<file path="src/rtl/mem_arbiter_if.sv">
// Bus bundle between the fetch/data requesters, the arbiter and the shared memory.
// The slave modport is the arbiter side; the master modport is the requester/memory side.
interface mem_arbiter_if;
  logic        i_imem_req;
  logic [31:0] i_imem_addr;
  logic        o_imem_gnt;
  logic        o_imem_rvalid;
  logic [31:0] o_imem_rdata;

  logic        i_dmem_req;
  logic        i_dmem_wen;
  logic [31:0] i_dmem_addr;
  logic [31:0] i_dmem_wdata;
  logic [3:0]  i_dmem_mask;
  logic        o_dmem_gnt;
  logic        o_dmem_rvalid;
  logic [31:0] o_dmem_rdata;

  logic [31:0] o_mem_addr;
  logic        o_mem_ren;
  logic        o_mem_wen;
  logic [31:0] o_mem_wdata;
  logic [3:0]  o_mem_mask;
  logic [31:0] i_mem_rdata;

  modport slave (
    input  i_imem_req, i_imem_addr,
    output o_imem_gnt, o_imem_rvalid, o_imem_rdata,
    input  i_dmem_req, i_dmem_wen, i_dmem_addr, i_dmem_wdata, i_dmem_mask,
    output o_dmem_gnt, o_dmem_rvalid, o_dmem_rdata,
    output o_mem_addr, o_mem_ren, o_mem_wen, o_mem_wdata, o_mem_mask,
    input  i_mem_rdata
  );

  modport master (
    output i_imem_req, i_imem_addr,
    input  o_imem_gnt, o_imem_rvalid, o_imem_rdata,
    output i_dmem_req, i_dmem_wen, i_dmem_addr, i_dmem_wdata, i_dmem_mask,
    input  o_dmem_gnt, o_dmem_rvalid, o_dmem_rdata,
    input  o_mem_addr, o_mem_ren, o_mem_wen, o_mem_wdata, o_mem_mask,
    output i_mem_rdata
  );
endinterface

</file>
<file path="src/rtl/mem_arbiter.sv">
// Arbitrates instruction fetches and data accesses onto one single-port memory.
// Data has priority, but a waiting fetch is forced through after STREAK data grants.
module mem_arbiter #(
  parameter int unsigned STREAK = 4
) (
  input  logic          i_clk,
  input  logic          i_rst_n,
  mem_arbiter_if.slave  bus,
  output logic [15:0]   o_conflict_cnt
);

  typedef enum logic [1:0] {TAG_NONE, TAG_IMEM, TAG_DMEM} tag_e;

  localparam logic [3:0] STREAK_LIM = 4'(STREAK);

  logic [3:0]  r_streak;
  tag_e        r_tag;
  logic [15:0] r_conflict_cnt;

  logic w_both;
  logic w_imem_gnt;
  logic w_dmem_gnt;
  tag_e w_tag_nxt;

  assign w_both = bus.i_imem_req & bus.i_dmem_req;

  // Grants are forced low while reset is held, independent of the requests.
  always_comb begin
    // NOTE: every output of a combinational block gets a default first so no latch is inferred.
    w_imem_gnt = 1'b0;
    w_dmem_gnt = 1'b0;
    if (i_rst_n) begin
      if (bus.i_imem_req && (!bus.i_dmem_req || r_streak >= STREAK_LIM)) w_imem_gnt = 1'b1;
      else if (bus.i_dmem_req)                                           w_dmem_gnt = 1'b1;
    end
  end

  always_comb begin
    bus.o_mem_addr  = '0;
    bus.o_mem_ren   = 1'b0;
    bus.o_mem_wen   = 1'b0;
    bus.o_mem_wdata = '0;
    bus.o_mem_mask  = '0;
    w_tag_nxt       = TAG_NONE;
    if (w_imem_gnt) begin
      bus.o_mem_addr = bus.i_imem_addr;
      bus.o_mem_ren  = 1'b1;
      bus.o_mem_mask = 4'hF;
      w_tag_nxt      = TAG_IMEM;
    end else if (w_dmem_gnt) begin
      bus.o_mem_addr  = bus.i_dmem_addr;
      bus.o_mem_ren   = ~bus.i_dmem_wen;
      bus.o_mem_wen   = bus.i_dmem_wen;
      bus.o_mem_wdata = bus.i_dmem_wdata;
      bus.o_mem_mask  = bus.i_dmem_mask;
      w_tag_nxt       = bus.i_dmem_wen ? TAG_NONE : TAG_DMEM;
    end
  end

  always_ff @(posedge i_clk or negedge i_rst_n) begin
    if (!i_rst_n) begin
      r_streak       <= '0;
      r_tag          <= TAG_NONE;
      r_conflict_cnt <= '0;
    end else begin
      // NOTE: sequential state uses non-blocking assignments so all registers update together.
      r_tag <= w_tag_nxt;
      if (w_imem_gnt)                       r_streak <= '0;
      else if (w_dmem_gnt && bus.i_imem_req) r_streak <= r_streak + 4'd1;
      if (w_both && r_conflict_cnt != 16'hFFFF) r_conflict_cnt <= r_conflict_cnt + 16'd1;
    end
  end

  // Read data is steered only to the port whose read was granted last cycle.
  assign bus.o_imem_gnt    = w_imem_gnt;
  assign bus.o_dmem_gnt    = w_dmem_gnt;
  assign bus.o_imem_rvalid = (r_tag == TAG_IMEM);
  assign bus.o_dmem_rvalid = (r_tag == TAG_DMEM);
  assign bus.o_imem_rdata  = (r_tag == TAG_IMEM) ? bus.i_mem_rdata : '0;
  assign bus.o_dmem_rdata  = (r_tag == TAG_DMEM) ? bus.i_mem_rdata : '0;
  assign o_conflict_cnt    = r_conflict_cnt;

endmodule

</file>
<file path="src/flat_wrapper.sv">
// flat-port wrapper written by rule: the top's interface ports become plain ports
module mem_arbiter_flat 
#(
  parameter int unsigned STREAK = 4
)
  (i_clk, i_rst_n, o_conflict_cnt, bus_i_imem_req, bus_i_imem_addr, bus_o_imem_gnt, bus_o_imem_rvalid, bus_o_imem_rdata, bus_i_dmem_req, bus_i_dmem_wen, bus_i_dmem_addr, bus_i_dmem_wdata, bus_i_dmem_mask, bus_o_dmem_gnt, bus_o_dmem_rvalid, bus_o_dmem_rdata, bus_o_mem_addr, bus_o_mem_ren, bus_o_mem_wen, bus_o_mem_wdata, bus_o_mem_mask, bus_i_mem_rdata);
  mem_arbiter_if bus_i ();
  input  logic i_clk;
  input  logic i_rst_n;
  output logic [15:0] o_conflict_cnt;
  input wire logic [$bits(bus_i.i_imem_req)-1:0] bus_i_imem_req;
  input wire logic [$bits(bus_i.i_imem_addr)-1:0] bus_i_imem_addr;
  output wire logic [$bits(bus_i.o_imem_gnt)-1:0] bus_o_imem_gnt;
  output wire logic [$bits(bus_i.o_imem_rvalid)-1:0] bus_o_imem_rvalid;
  output wire logic [$bits(bus_i.o_imem_rdata)-1:0] bus_o_imem_rdata;
  input wire logic [$bits(bus_i.i_dmem_req)-1:0] bus_i_dmem_req;
  input wire logic [$bits(bus_i.i_dmem_wen)-1:0] bus_i_dmem_wen;
  input wire logic [$bits(bus_i.i_dmem_addr)-1:0] bus_i_dmem_addr;
  input wire logic [$bits(bus_i.i_dmem_wdata)-1:0] bus_i_dmem_wdata;
  input wire logic [$bits(bus_i.i_dmem_mask)-1:0] bus_i_dmem_mask;
  output wire logic [$bits(bus_i.o_dmem_gnt)-1:0] bus_o_dmem_gnt;
  output wire logic [$bits(bus_i.o_dmem_rvalid)-1:0] bus_o_dmem_rvalid;
  output wire logic [$bits(bus_i.o_dmem_rdata)-1:0] bus_o_dmem_rdata;
  output wire logic [$bits(bus_i.o_mem_addr)-1:0] bus_o_mem_addr;
  output wire logic [$bits(bus_i.o_mem_ren)-1:0] bus_o_mem_ren;
  output wire logic [$bits(bus_i.o_mem_wen)-1:0] bus_o_mem_wen;
  output wire logic [$bits(bus_i.o_mem_wdata)-1:0] bus_o_mem_wdata;
  output wire logic [$bits(bus_i.o_mem_mask)-1:0] bus_o_mem_mask;
  input wire logic [$bits(bus_i.i_mem_rdata)-1:0] bus_i_mem_rdata;
  assign bus_i.i_imem_req = bus_i_imem_req;
  assign bus_i.i_imem_addr = bus_i_imem_addr;
  assign bus_o_imem_gnt = bus_i.o_imem_gnt;
  assign bus_o_imem_rvalid = bus_i.o_imem_rvalid;
  assign bus_o_imem_rdata = bus_i.o_imem_rdata;
  assign bus_i.i_dmem_req = bus_i_dmem_req;
  assign bus_i.i_dmem_wen = bus_i_dmem_wen;
  assign bus_i.i_dmem_addr = bus_i_dmem_addr;
  assign bus_i.i_dmem_wdata = bus_i_dmem_wdata;
  assign bus_i.i_dmem_mask = bus_i_dmem_mask;
  assign bus_o_dmem_gnt = bus_i.o_dmem_gnt;
  assign bus_o_dmem_rvalid = bus_i.o_dmem_rvalid;
  assign bus_o_dmem_rdata = bus_i.o_dmem_rdata;
  assign bus_o_mem_addr = bus_i.o_mem_addr;
  assign bus_o_mem_ren = bus_i.o_mem_ren;
  assign bus_o_mem_wen = bus_i.o_mem_wen;
  assign bus_o_mem_wdata = bus_i.o_mem_wdata;
  assign bus_o_mem_mask = bus_i.o_mem_mask;
  assign bus_i.i_mem_rdata = bus_i_mem_rdata;
  mem_arbiter #(.STREAK(STREAK)) u_core (.i_clk(i_clk), .i_rst_n(i_rst_n), .bus(bus_i), .o_conflict_cnt(o_conflict_cnt));
endmodule
</file>
<file path="config.mk">
export PLATFORM = sky130hd
export DESIGN_NAME = mem_arbiter_flat
export DESIGN_NICKNAME = d
export VERILOG_FILES = /design/src/rtl/mem_arbiter_if.sv /design/src/rtl/mem_arbiter.sv /design/src/flat_wrapper.sv
export SDC_FILE = /design/constraint.sdc
export NUM_CORES = 1
export LEC_CHECK = 0
export BUFFER_PORTS_ARGS = -buffer_cell sky130_fd_sc_hd__buf_4
export CORE_AREA = 5 5 110 112
export DETAILED_ROUTE_END_ITERATION = 6
export DIE_AREA = 0 0 115 117
export GPL_TIMING_DRIVEN = 0
export PLACE_DENSITY = 0.63
export SETUP_SLACK_MARGIN = 0.4
export SYNTH_ARGS = -nofsm -noshare
export SYNTH_HDL_FRONTEND = slang
export SYNTH_SLANG_ARGS = --single-unit
</file>
<file path="constraint.sdc">
create_clock -name i_clk -period 5 [get_ports i_clk]
set_input_delay 1.5 -clock i_clk [delete_from_list [all_inputs] [get_ports i_clk]]
set_output_delay 1.5 -clock i_clk [all_outputs]
set_load 0.05 [all_outputs]
</file>
Word-level counts from Yosys, hierarchy flattened
Cells that the tools add are included.
{"block": "totals", "in_bits": 137, "regBits": 22, "out_inout_bits": 154, "elab_cells": 39}
{"block": "classes", "n_eq_ne": 3, "bitwise": 2, "add_sub_neg": 2, "mux": 22, "reduce_logical": 6, "n_lt_le_gt_ge": 1}
{"cell": "$mux 32", "n": 6}
{"cell": "$add 16x1->16 const B", "n": 1}
{"cell": "$mux 4", "n": 4}
{"cell": "$ne 16x16->1 const B", "n": 1}
{"cell": "$mux 1", "n": 9}
{"cell": "$mux 2", "n": 3}
{"cell": "$add 4x1->4 const B", "n": 1}
{"cell": "$ge 4x3->1 const B", "n": 1}
{"cell": "$logic_and 1x1->1", "n": 3}
{"cell": "$eq 2x1->1 const B", "n": 1}
{"cell": "$eq 2x2->1 const B", "n": 1}
{"cell": "$reduce_bool 2->1", "n": 1}
{"cell": "$and 1x1->1", "n": 1}
{"cell": "$logic_not 1->1", "n": 1}
{"cell": "$logic_or 1x1->1", "n": 1}
{"cell": "$not 1->1", "n": 1}

Longest topological paths before layout
{"block": "logic_depth", "ltp_word": 8, "depth_mapped": 5, "ltp_nobuf": 5}

Least setup slack after synthesis
OpenSTA, ideal clock, no wires.
{"block": "synth_timing", "kind": "input port to output port", "from": "input bus_i_dmem_req", "to": "output bus_o_mem_addr[26]", "path_buffers": 2, "t_arrival_ps": 3027, "t_required_ps": 3500, "setup_slack_ps": 473, "cell_stages": 4, "cell_sequence": "buf_2 a21oi_1 buf_1 a22o_1"}
{"block": "synth_between", "elab_cells_between_ends": 10, "classes_between": "mux (7); reduce/logical (3)"}
{"element": "start, declared", "line_no": "flat_wrapper.sv:16", "text": "input wire logic [$bits(bus_i.i_dmem_req)-1:0] bus_i_dmem_req;"}
{"element": "$logic_not 1->1", "line_no": "mem_arbiter.sv:33", "text": "if (bus.i_imem_req && (!bus.i_dmem_req || r_streak >= STREAK_LIM)) w_imem_gnt = 1'b1;"}
{"element": "$logic_or 1x1->1", "line_no": "mem_arbiter.sv:33"}
{"element": "$logic_and 1x1->1", "line_no": "mem_arbiter.sv:33"}
{"element": "$mux 1", "line_no": "mem_arbiter.sv:33"}
{"element": "$mux 1", "line_no": "mem_arbiter.sv:32", "text": "if (i_rst_n) begin"}
{"element": "net bus_o_imem_gnt", "line_no": "flat_wrapper.sv:13", "text": "output wire logic [$bits(bus_i.o_imem_gnt)-1:0] bus_o_imem_gnt;"}
{"element": "$mux 32", "line_no": "mem_arbiter.sv:45", "text": "if (w_imem_gnt) begin"}
{"element": "end, declared", "line_no": "flat_wrapper.sv:24", "text": "output wire logic [$bits(bus_i.o_mem_addr)-1:0] bus_o_mem_addr;"}
The timed path passes the listed nets, and every way through them passes these cells.

Final worst setup path
{"block": "layout_timing", "from": "input i_rst_n", "to": "output bus_o_mem_addr[14]"}
{"block": "layout_between", "elab_chain_len": 3, "elab_cells_between_ends": 4, "classes_between": "mux (4)"}
{"element": "start, declared", "line_no": "flat_wrapper.sv:9", "text": "input logic i_rst_n;"}
{"element": "$mux 1", "line_no": "mem_arbiter.sv:32"}
{"element": "$mux 32", "line_no": "mem_arbiter.sv:50", "text": "end else if (w_dmem_gnt) begin"}
{"element": "$mux 32 (*)", "line_no": "mem_arbiter.sv:45"}
Mark *: on every way between the ends. The rest lies on a longest branch, timed or not.

==> summary.md <==
| Metric | Value |
|---|---|
| Outcome | `finished clean` |
| Crit path time final | `4.48 ns` |
| DP Area | `4420 µm²` |
| Placer Congestion | `0.805` |
| Final WL | `11700 µm` |
| DR pass1 iterations | `4` |
| WL per Instance | `17.0 µm` |
| Leakage power | `2.49 nW` |
| Clock latency on the worst-skew pair | `0.25 ns` |
| Final Hold Viols | `0` |
| Worst Max-Slew Pin Slew | `0.484 ns` |
| Iteration-0 DRC Markers | `94` |
| Setup bufs post-CTS | `0` |
| Setup TNS | `0 ns` |
| DR vias | `2981` |
| TritonCTS clock tree | `done` |
| Multi-input logic area | `1450 µm²` |
| Vias per Instance | `4.35` |
| Max-slew headroom | `67.5%` |
| Io pins | `291` |
| First-pass GRT wire length | `16300 µm` |
| Vias in the first global route | `3004` |
| Peak supply drop | `139 µV` |
| Critical path class | `in2out` |
| DRT antenna net count | `0` |
| Cell Rows | `39` |
| Sink Count | `22` |
| Yosys top cell by area | `and2_1` |
| Die area | `13500 µm²` |
| Crit share post-route | `89.6%` |
| Worst-path clk slew | `0.06 ns` |
| Cells after synthesis | `250` |
| Starting Density | `18.7%` |
| Antenna violations before repair | `0` |
| Met2 Use GR | `25.9%` |
| Critical path data required time | `3.50 ns` |
| Synth top area share | `29.8%` |
| Area contributors post-synth | `and2_1 (30%), dfrtp_1 (27%), a22o_1 (14%)` |
| Max Root-Sink Buffers | `2` |
| Congestion Overflow GR | `0` |
| CP Launch Point | `i_rst_n` |
| Fmax | `223 MHz` |
| Die W | `115 µm` |
| GRT Util Overall | `15.1%` |
| Synth warn | `0` |
| WHS Path Cells | `2` |
| Number of distinct library cells after synthesis | `36` |
| Hold Path Class | `reg2reg` |
| Core footprint | `11100 µm²` |
| Maxcap violations | `0` |
| Slew Limit Fails | `0` |
| Setup violation total in the final timing report | `0` |
| Total power | `1.00 mW` |
| CTS Buf Count | `3` |
| Syn Area/Cell | `8.30 µm²` |
| M1 GR Usage | `18.6%` |
| FF-to-FF End | `u_core.o_conflict_cnt[1]` |
| M3 GR Usage | `5.24%` |
| Hold bufs inserted after CTS | `0` |
| Post-route design area | `4530 µm²` |
| Reg area | `551 µm²` |
| RSZ-0062 raised after global routing | `false` |
| # fillers | `1156` |
| Arrival @ worst endpoint | `2.98 ns` |
| Max FO, Critical Path | `29` |
| Final hold slack | `0.506 ns` |
| Fraction of layout cells with a size suffix above 1 | `58.0%` |
| I/O Buffers | `289` |
| Largest net degree at the start of global routing | `30` |
| Synthesized flop and latch total | `22` |
| Area Overhead vs Synth | `118%` |
| Synthesized area | `2080 µm²` |
| Worst Setup End Kind | `output pin` |
| R2r setup slk | `3.13 ns` |
| Hpwl dp | `10300 µm` |
| # diodes | `0` |
| Syn_nets | `389` |
| Reg2reg start | `u_core.o_conflict_cnt[0]` |
| Reg2reg path depth | `5` |
| PwrDens | `222 nW/µm²` |
| Die Y | `117 µm` |
| Register area share after synthesis | `26.5%` |
| Setup crit end | `bus_o_mem_addr[14]` |
| Top Usage Layer GRT | `met2` |
| Startpoint Class | `input port` |
| Clock Skew | `0.00332 ns` |
| Clock root buffer | `clkbuf_16` |
| Post-route DRC | `0` |
| Nets | `683` |
| H-tree depth | `1` |
[final cells by class]
type,instances,area share (%)
inverters,1,0.0828
well taps,143,3.95
plain buffers,18,1.91
repair buffers,289,48.0
flip-flops and latches,22,12.1
multi-input cells,209,31.9
clock buffers,4,1.96
[cells by family (layout without fill, tap and decap cells)]
family / count (synthesis) / after routing / share of synthesized area (%)
AND/OR/NAND/NOR: 149 / 149 / 44.5
AO/OA/AOI/OAI: 42 / 42 / 16.8
flip-flops: 22 / 22 / 26.5
buffers and inverters: 19 / 312 / 3.80
XOR/XNOR: 13 / 13 / 5.49
multiplexers: 3 / 3 / 1.75
adder cells (fa/ha/maj): 2 / 2 / 1.21
[cell usage in the layout, fill, tap and decap left out, types with 2 or more instances in the layout]
master / Yosys / routed
xnor2_1: 6 / 6
dfrtp_1: 22 / 22
buf_2: 6 / 5
xor2_1: 7 / 7
clkbuf_4: 0 / 3
nor4_1: 2 / 2
clkbuf_1: 10 / 9
nor2b_1: 3 / 3
and2_1: 99 / 99
clkbuf_16: 0 / 3
buf_4: 0 / 288
o21ai_0: 4 / 4
nand3_1: 9 / 9
nor2_1: 3 / 3
nand2_1: 8 / 8
and3_1: 3 / 3
nand4_1: 5 / 5
a22o_1: 32 / 32
a31o_2: 4 / 4
ha_1: 2 / 2
nor3_1: 6 / 6
[stage by stage]
stage,cells,setup WS [ns],utilization (%)
2_1_floorplan,250,0.473,-
3_3_place_gp,682,0.276,39.8
3_5_place_dp,682,0.245,39.8
4_1_cts,686,0.439,40.6
5_1_grt,686,0.402,40.7
6_report,686,0.521,40.7
[state kept, by name, indices dropped and copies added (netlist names)]
name                   cells
u_core.r_streak            4
u_core.r_tag               2
u_core.o_conflict_cnt     16
[report_power, final]
group / leakage [nW] / switching, mW / internal (mW) / total (mW)
Sequential: 0.287 / 0.0425 / 0.207 / 0.250
Combinational: 2.16 / 0.357 / 0.212 / 0.569
Clock: 0.0442 / 0.0634 / 0.122 / 0.185
[how the worst min path moves through the flow]
stage,startpoint,slack [ns],endpoint
2_1_floorplan,u_core.r_streak[1],0.45,u_core.r_streak[1]
3_3_place_gp,u_core.r_streak[1],0.48,u_core.r_streak[1]
3_5_place_dp,u_core.r_streak[3],0.50,u_core.r_streak[3]
4_1_cts,u_core.r_streak[3],0.51,u_core.r_streak[3]
5_1_grt,u_core.r_streak[0],0.54,u_core.r_streak[0]
6_report,u_core.r_streak[1],0.51,u_core.r_streak[1]
[timing repair]
item / 4_1_cts / 5_1_grt
hold endpoints to repair: 0 / 0
gates resized for setup: 4 / 4
setup endpoints to repair: 33 / 29
gates cloned: 0 / 0
[routing by layer]
| metal | part of all wire [%] | wire (µm) | vias to the layer above |
|---|---|---|---|
| li1 | - | - | 1454 |
| met1 | 37 | 4340 | 1365 |
| met2 | 51 | 5910 | 158 |
| met3 | 12 | 1370 | 4 |
| met4 | 0.51 | 59 | 0 |
| met5 | 0 | 0 | - |
[Yosys cell counts (all sizes together)]
library cell   n
and2          99
mux2i          1
and4           2
nor2           4
o21ai          4
a31o           4
dfrtp         22
inv            1
nor3b          1
mux2           2
xnor2          6
nor2b          3
nand2b         1
a21o           1
and3           3
xor2           7
nand4          6
nor3           6
a21oi          1
clkbuf        10
nand3          9
nor4           4
a22o          32
nand4b         1
or2            1
ha             2
buf            8
nand2          9
[worst max-delay path, stage by stage]
cell	delay (ns)
buf_8	0.20
nand2_1	0.18
a21oi_1	0.22
clkbuf_4	0.24
clkbuf_4	0.22
a22o_1	0.20
buf_4	0.21
(Power assumes the default switching activity.)
